`config.mk`:
```
export PLATFORM = sky130hd
export DESIGN_NAME = writeback_arbiter
export DESIGN_NICKNAME = d
export VERILOG_FILES = /design/src/rtl/writeback_arbiter.sv
export SDC_FILE = /design/constraint.sdc
export NUM_CORES = 1
export LEC_CHECK = 0
export ABC_AREA = 1
export BUFFER_PORTS_ARGS = -buffer_cell sky130_fd_sc_hd__buf_2
export CAP_MARGIN = 20
export CORE_MARGIN = 1
export CORE_UTILIZATION = 30
export CTS_CLUSTER_SIZE = 14
export DETAILED_ROUTE_END_ITERATION = 8
export HOLD_SLACK_MARGIN = 0.06
export SYNTH_ARGS = -nofsm -noshare
export SYNTH_HDL_FRONTEND = slang
export SYNTH_SLANG_ARGS = --single-unit
export TNS_END_PERCENT = 50
```
`constraint.sdc`:
```
create_clock -name i_clk -period 2.5 [get_ports i_clk]
set_clock_uncertainty 0.15 [all_clocks]
set_input_delay 0.25 -clock i_clk [delete_from_list [all_inputs] [get_ports i_clk]]
set_output_delay 0.25 -clock i_clk [all_outputs]
set_load 0.05 [all_outputs]
```
`src/rtl/writeback_arbiter.sv`:
```
// -----------------------------------------------------------------------------
// writeback_arbiter
//   Shares the single register-file write port between the MEM/WB pipeline slot
//   and a multi-cycle FPU. The pipeline always wins the port. FPU results wait in
//   a small in-order FIFO and drain into idle slots. A pipeline FPU write to a
//   register kills every older queued result for that register (WAW). A killed
//   entry keeps its slot and dequeues as a no-write.
//
// Ports
//   i_clk, i_rst              clock, asynchronous active-high reset
//   i_mem_valid/rd/regwrite/data
//                             MEM/WB slot (regwrite 01 int, 10 fpu, 00/11 none)
//   i_fpu_valid/rd/data       FPU result offer
//   o_fpu_ready               FIFO not full (state only)
//   o_rd_wb, o_write_data_register_wb, o_regwrite_wb
//                             registered register-file write port
//   o_fpu_pending             bit r set while a live queued result targets f<r>
// -----------------------------------------------------------------------------
module writeback_arbiter #(
  parameter int DEPTH = 4  // power of two, >= 2
) (
  input  logic        i_clk,
  input  logic        i_rst,
  input  logic        i_mem_valid,
  input  logic [4:0]  i_mem_rd,
  input  logic [1:0]  i_mem_regwrite,
  input  logic [31:0] i_mem_data,
  input  logic        i_fpu_valid,
  input  logic [4:0]  i_fpu_rd,
  input  logic [31:0] i_fpu_data,
  output logic        o_fpu_ready,
  output logic [4:0]  o_rd_wb,
  output logic [31:0] o_write_data_register_wb,
  output logic [1:0]  o_regwrite_wb,
  output logic [31:0] o_fpu_pending
);

  localparam int AW = $clog2(DEPTH);
  localparam logic [AW:0] FULL_CNT = (AW+1)'(DEPTH);

  logic [4:0]       r_rd   [DEPTH];
  logic [31:0]      r_data [DEPTH];
  logic [DEPTH-1:0] r_live;
  logic [AW-1:0]    r_head;
  logic [AW-1:0]    r_tail;
  logic [AW:0]      r_count;

  logic [4:0]  r_rd_wb;
  logic [31:0] r_data_wb;
  logic [1:0]  r_regwrite_wb;

  logic             w_full;
  logic             w_empty;
  logic             w_mem_wr_int;
  logic             w_mem_wr_fpu;
  logic             w_mem_wr;
  logic             w_enq;
  logic             w_deq;
  logic [DEPTH-1:0] w_live_nxt;
  logic [31:0]      w_pending;

  assign w_full  = (r_count == FULL_CNT);
  assign w_empty = (r_count == '0);

  // Integer writes to x0 are dropped here so the slot counts as idle.
  assign w_mem_wr_int = i_mem_valid && (i_mem_regwrite == 2'b01) && (i_mem_rd != 5'd0);
  assign w_mem_wr_fpu = i_mem_valid && (i_mem_regwrite == 2'b10);
  assign w_mem_wr     = w_mem_wr_int || w_mem_wr_fpu;

  // Ready depends on occupancy only; a same-cycle dequeue does not free a slot.
  assign w_enq = i_fpu_valid && !w_full;
  assign w_deq = !w_mem_wr && !w_empty;

  // Kill first, then enqueue, so a result accepted on the kill edge survives.
  always_comb begin
    w_live_nxt = r_live;
    for (int i = 0; i < DEPTH; i++) begin
      if (w_mem_wr_fpu && (r_rd[i] == i_mem_rd)) w_live_nxt[i] = 1'b0;
    end
    if (w_deq) w_live_nxt[r_head] = 1'b0;
    if (w_enq) w_live_nxt[r_tail] = 1'b1;
  end

  always_comb begin
    w_pending = '0;
    for (int i = 0; i < DEPTH; i++) begin
      if (r_live[i]) w_pending[r_rd[i]] = 1'b1;
    end
  end

  // Payload storage needs no reset: r_live qualifies every entry.
  always_ff @(posedge i_clk) begin
    if (w_enq) begin
      r_rd[r_tail]   <= i_fpu_rd;
      r_data[r_tail] <= i_fpu_data;
    end
  end

  always_ff @(posedge i_clk or posedge i_rst) begin
    if (i_rst) begin
      r_live  <= '0;
      r_head  <= '0;
      r_tail  <= '0;
      r_count <= '0;
    end else begin
      r_live  <= w_live_nxt;
      r_count <= r_count + (AW+1)'(w_enq) - (AW+1)'(w_deq);
      if (w_enq) r_tail <= r_tail + AW'(1);
      if (w_deq) r_head <= r_head + AW'(1);
    end
  end

  always_ff @(posedge i_clk or posedge i_rst) begin
    if (i_rst) begin
      r_rd_wb       <= '0;
      r_data_wb     <= '0;
      r_regwrite_wb <= 2'b00;
    end else if (w_mem_wr) begin
      r_rd_wb       <= i_mem_rd;
      r_data_wb     <= i_mem_data;
      r_regwrite_wb <= i_mem_regwrite;
    end else if (w_deq) begin
      // A killed entry still dequeues, but as a no-write.
      r_rd_wb       <= r_rd[r_head];
      r_data_wb     <= r_data[r_head];
      r_regwrite_wb <= r_live[r_head] ? 2'b10 : 2'b00;
    end else begin
      r_regwrite_wb <= 2'b00;
    end
  end

  assign o_fpu_ready              = !w_full;
  assign o_fpu_pending            = w_pending;
  assign o_rd_wb                  = r_rd_wb;
  assign o_write_data_register_wb = r_data_wb;
  assign o_regwrite_wb            = r_regwrite_wb;

endmodule

```
## Yosys cells after proc, flatten, opt, wreduce, memory -nomap -nowiden

Memory sizes are Yosys's and may differ from the RTL's.
Index checks and enable logic that the tools add are counted.

| cells by class | value |
|---|---|
| add/subtract/negate cells | 4 |
| $lt $le $gt $ge | 12 |
| equality and inequality tests | 7 |
| multiplexer cells | 33 |
| bitwise operators | 6 |
| reduce and logical (&&, ||, !) cells | 22 |

Operators with widths:

| operator | count |
|---|---|
| $mux 32 | 6 |
| $or 32x32->32 | 3 |
| $lt 5x6->1 const B | 4 |
| $demux 1 s5 | 4 |
| $eq 5x5->1 | 4 |
| $ge 5x1->1 const B | 4 |
| $logic_and 1x1->1 | 15 |
| $mux 1 | 13 |
| $mux 5 | 2 |
| $mux 4 | 2 |
| $lt 2x3->1 const B | 2 |
| $mux 2 | 3 |
| $reduce_bool 5->1 | 1 |
| $add 2x1->2 const B | 2 |
| $and 4x4->4 | 1 |
| $demux 1 s2 | 2 |
| $ge 2x1->1 const B | 2 |
| $not 4->4 | 1 |
| $or 4x4->4 | 1 |
| $add 3x1->3 | 1 |
| $eq 3x3->1 const B | 1 |
| $logic_not 1->1 | 3 |
| $logic_not 3->1 | 1 |
| $sub 3x1->3 | 1 |
| 5 further kinds | 5 |

| word-level totals | value |
|---|---|
| register bits after elaboration | 50 |
| RAM bits | 148 |
| input port bits | 80 |
| output and inout bits | 72 |
| logic and storage cells | 93 |
| memories kept | 2 |

Memory list:

| name | depth | width | rd ports | clocked after Yosys merged registers in | wr ports | line | text |
|---|---|---|---|---|---|---|---|
| r_data | 4 | 32 | 1 | 0 | 1 | 42 | `logic [31:0] r_data [DEPTH];` |
| r_rd | 4 | 5 | 5 | 0 | 1 | 41 | `logic [4:0] r_rd [DEPTH];` |

## Logic depth before layout (Yosys ltp)

| depth | value |
|---|---|
| depth in word-level cells | 11 |
| gate-level depth with buffers | 14 |
| depth with buffers taken out | 14 |

## Worst setup path before layout

No wires, ideal clock.

| path | value |
|---|---|
| kind | register to register |
| start point | reg r_count[1] |
| end point | mem r_data[0][0], enable pin |
| setup time | 392 ps |
| data arrival time | 2,024 ps |
| required time | 1,958 ps |
| slack | -66 ps |
| stages on the path, launching flop included | 7 |
| path buffers | 0 |
| clock period less this slack | 2,566 ps |
| path through | dfrtp_1 -> inv_1 -> nand3_1 -> nand2_1 -> inv_1 -> nand2_1 -> inv_1 |

| between the ends | value |
|---|---|
| cells in the longest elaborated chain, start to end | 5 |

Ends and longest elaborated chain:

| item | line | text |
|---|---|---|
| start: declaration | 46 | `logic [AW:0] r_count;` |
| start signal: assignment | 107 | `r_count <= r_count + (AW+1)'(w_enq) - (AW+1)'(w_deq);` |
| $eq 3x3->1 | 62 | `assign w_full = (r_count == FULL_CNT);` |
| $logic_not 1->1 | -- |  |
| named net o_fpu_ready | 31 | `output logic o_fpu_ready,` |
| $logic_and 1x1->1 | 71 | `assign w_enq = i_fpu_valid && !w_full;` |
| $mux 1 | 93 | `if (w_enq) begin` |
| $mux 1 (not written as such) | 95 | `r_data[r_tail] <= i_fpu_data;` |
| end: declaration | 42 |  |

The timed path passes the listed nets, and every way through them passes these cells.

==> impl_metrics.json <==
{
  "status": "finished clean",
  "period_share": 0.990,
  "numCtsBuffers": 17,
  "avgRoutedWirePerCell_um": 17.8,
  "drt_wl_total_um": 27100,
  "antenna_found_initial": 1,
  "port_buffers": 151,
  "critPathSlowestCell": "edfxtp_1",
  "critPathKind": "reg -> out",
  "grt.total_usage": 0.174,
  "antenna_cells": 0,
  "cts_sinks": 198,
  "cts_buffer_depth": 2,
  "dr_total_vias": 7812,
  "dpl.hpwl_um": 18100,
  "timing.rr.end": "r_count[2]",
  "max_stage_delay_ns": 0.45,
  "yosysSeqAreaShare": 0.617,
  "hold_end": "o_rd_wb[0]",
  "gp_congestion": 0.991,
  "power.density_mw_per_mm2": 1130,
  "period_minus_slack_ns": 2.47,
  "vias_per_cell": 5.12,
  "worstPathCellList": "inv_1 -> nand3_1 -> o21ai_0 -> or2_2 -> buf_2",
  "hold_slack_ns": 0.0779,
  "syn_to_final_growth_pct": 28.8,
  "crit_fanout": 8,
  "dieArea_sq_mm": 0.0315,
  "crit_start": "r_rd[2][0]",
  "layout-drive-gt1-share": 0.244,
  "rsz0062_at_grt": "yes",
  "grt_pass1_vias": 7562,
  "fin_cells": 1525,
  "setup_viol": 0,
  "die_w_um": 177,
  "yosys_warnings": 0,
  "r2r_start": "r_count[1]",
  "hold_class": "in -> reg",
  "drtAntennaViolNets": 0,
  "clk_pin_slew_ns": 0.08,
  "finalHoldViolations": 0,
  "clock_latency_ns": 0.44,
  "dp.cells": 1418,
  "die_y_um": 177,
  "synth_area_sq_mm": 0.00923,
  "start_kind": "flop",
  "slew_headroom": 0.629,
  "syn_area_per_cell_sq_um": 10.4,
  "start_util": 0.308,
  "final_nets": 1212,
  "cp.required_ns": 2.10,
  "grt_overflow": 0,
  "remaining_drc_errors": 0,
  "clockRootBuffer": "clkbuf_16",
  "h-tree-depth": 4,
  "rr_worst_depth": 12,
  "clock.fmax_mhz": 404,
  "ios": 152,
  "syn-num-nets": 981,
  "drv_slew": 0,
  "cp.arrival_ns": 2.07,
  "cts_tree": "built",
  "placed_area_sq_mm": 0.0105,
  "holdPathStages": 4,
  "ir_drop_mv": 0.641,
  "synth.distinct_cells": 29,
  "drv_cap": 0,
  "finalSetupTns_ns": 0,
  "grt_first_pass_wirelength_um": 41800,
  "critPathCaptureType": "output pin",
  "tightest_slew_ns": 0.556,
  "postLayoutCoreUtil": 0.397,
  "netlist_instances": 891,
  "dr.pass1.iters": 5,
  "coreArea_sq_mm": 0.0300,
  "grt_max_degree": 41,
  "r2r_slack_ns": 0.34,
  "design_area_sq_mm": 0.0119,
  "drt_iter0_drc": 614,
  "row_count": 63,
  "ys_ff_latch": 198,
  "hold_path.startpoint": "i_mem_rd[0]",
  "leakagePower_nw": 4.87
}
[state kept, by name, indices dropped and copies added, names as in the netlist]
name,count
r_tail,2
r_data,128
r_live,4
r_rd,20
o_write_data_register_wb,32
r_count,3
r_head,2
o_regwrite_wb,2
o_rd_wb,5
[timing repair]
| item | in CTS | in global routing |
|---|---|---|
| hold buffers | 73 | 0 |
| setup endpoints to repair | 0 | 25 |
| buffers inserted | 0 | 2 |
| gates resized for setup | 0 | 9 |
| hold endpoints to repair | 206 | 0 |
[cell families (layout without fill, tap and decap cells)]
group           Yosys count  in the layout  share of synthesized area
compound gates          193            193                      0.119
fa+ha+maj                10             10                     0.0144
xor+xnor                  3              3                    0.00285
buf+inv                  86            330                     0.0456
simple gates            401            401                      0.201
flops                   198            198                      0.617
[cell usage after synthesis]
cell | instances | area share
a21boi_4 | 1 | 0.0020
a21oi_1 | 11 | 0.0060
buf_1 | 1 | 0.00041
buf_2 | 6 | 0.0033
buf_4 | 9 | 0.0073
buf_6 | 7 | 0.0085
clkbuf_1 | 17 | 0.0069
clkbuf_4 | 1 | 0.00081
dfrtp_1 | 50 | 0.14
edfxtp_1 | 148 | 0.48
fa_1 | 1 | 0.0022
ha_1 | 9 | 0.012
inv_1 | 44 | 0.018
inv_2 | 1 | 0.00041
nand2_1 | 147 | 0.060
nand2_4 | 2 | 0.0024
nand3_1 | 127 | 0.069
nand3_2 | 4 | 0.0043
nand3_4 | 1 | 0.0019
nand3b_4 | 1 | 0.0022
nand4_1 | 4 | 0.0027
nor2_1 | 78 | 0.032
nor2_2 | 3 | 0.0020
nor2_8 | 1 | 0.0022
o21ai_0 | 85 | 0.046
o22ai_1 | 96 | 0.065
or2_2 | 33 | 0.022
xnor2_1 | 1 | 0.00095
xor2_1 | 2 | 0.0019
[routing by layer]
layer  vias up  track usage  share of wire
met5         -            0        0.00048
met4         2       0.0659          0.024
met3        60       0.0308          0.067
met2       357        0.286           0.47
met1      3734        0.228           0.44
li1       3659            -              -
[through the flow]
step	power, mW	setup slack (ns)
2_1_floorplan	8.93	0.190
5_1_grt	14.3	-0.0632
3_3_place_gp	10.6	0.225
3_5_place_dp	10.6	0.157
6_report	13.5	0.0262
4_1_cts	13.5	0.0238
[report_power, final]
group / total [mW] / internal (mW) / switching (mW)
Clock: 2.78 / 1.38 / 1.40
Sequential: 5.01 / 4.49 / 0.528
Combinational: 5.67 / 1.57 / 4.10
Total: 13.5 / 7.44 / 6.03
[worst max path at each step]
stage / endpoint / slack, ns / depth (start not counted)
floorplan: r_data[0][0] / 0.19 / 6
global placement: r_count[2] / 0.22 / 15
detailed placement: r_count[2] / 0.16 / 15
CTS: o_fpu_pending[26] / 0.02 / 6
global route: o_fpu_pending[18] / -0.06 / 5
finish: o_fpu_pending[26] / 0.03 / 5
[placed cells by master, fill, tap and decap left out, types with 33 or more instances in the layout]
| master | instances |
|---|---|
| o22ai_1 | 96 |
| nand2_1 | 147 |
| inv_1 | 35 |
| edfxtp_1 | 148 |
| buf_2 | 151 |
| nor2_1 | 78 |
| dlygate4sd3_1 | 73 |
| dfrtp_1 | 49 |
| o21ai_0 | 85 |
| or2_2 | 33 |
| nand3_1 | 121 |
[critical path: cells and delay by family (launching register included)]
kind,cells,cell delay (ns)
DFF,1,0.45
and+or+nand+nor,2,0.50
AOI/OAI and AO/OA,1,0.29
buffers and inverters,2,0.40
[final cells by class]
cell class | count | area [sq um]
Inverter | 45 | 184
Timing Repair Buffer | 253 | 1750
Clock buffer | 17 | 425
Clock inverter | 15 | 188
Multi-Input combinational cell | 607 | 3150
Sequential cell | 198 | 5700
Tap cell | 390 | 488
Fill cell | 2950 | 18100
No activity file was read; power rests on OpenSTA's default activity.
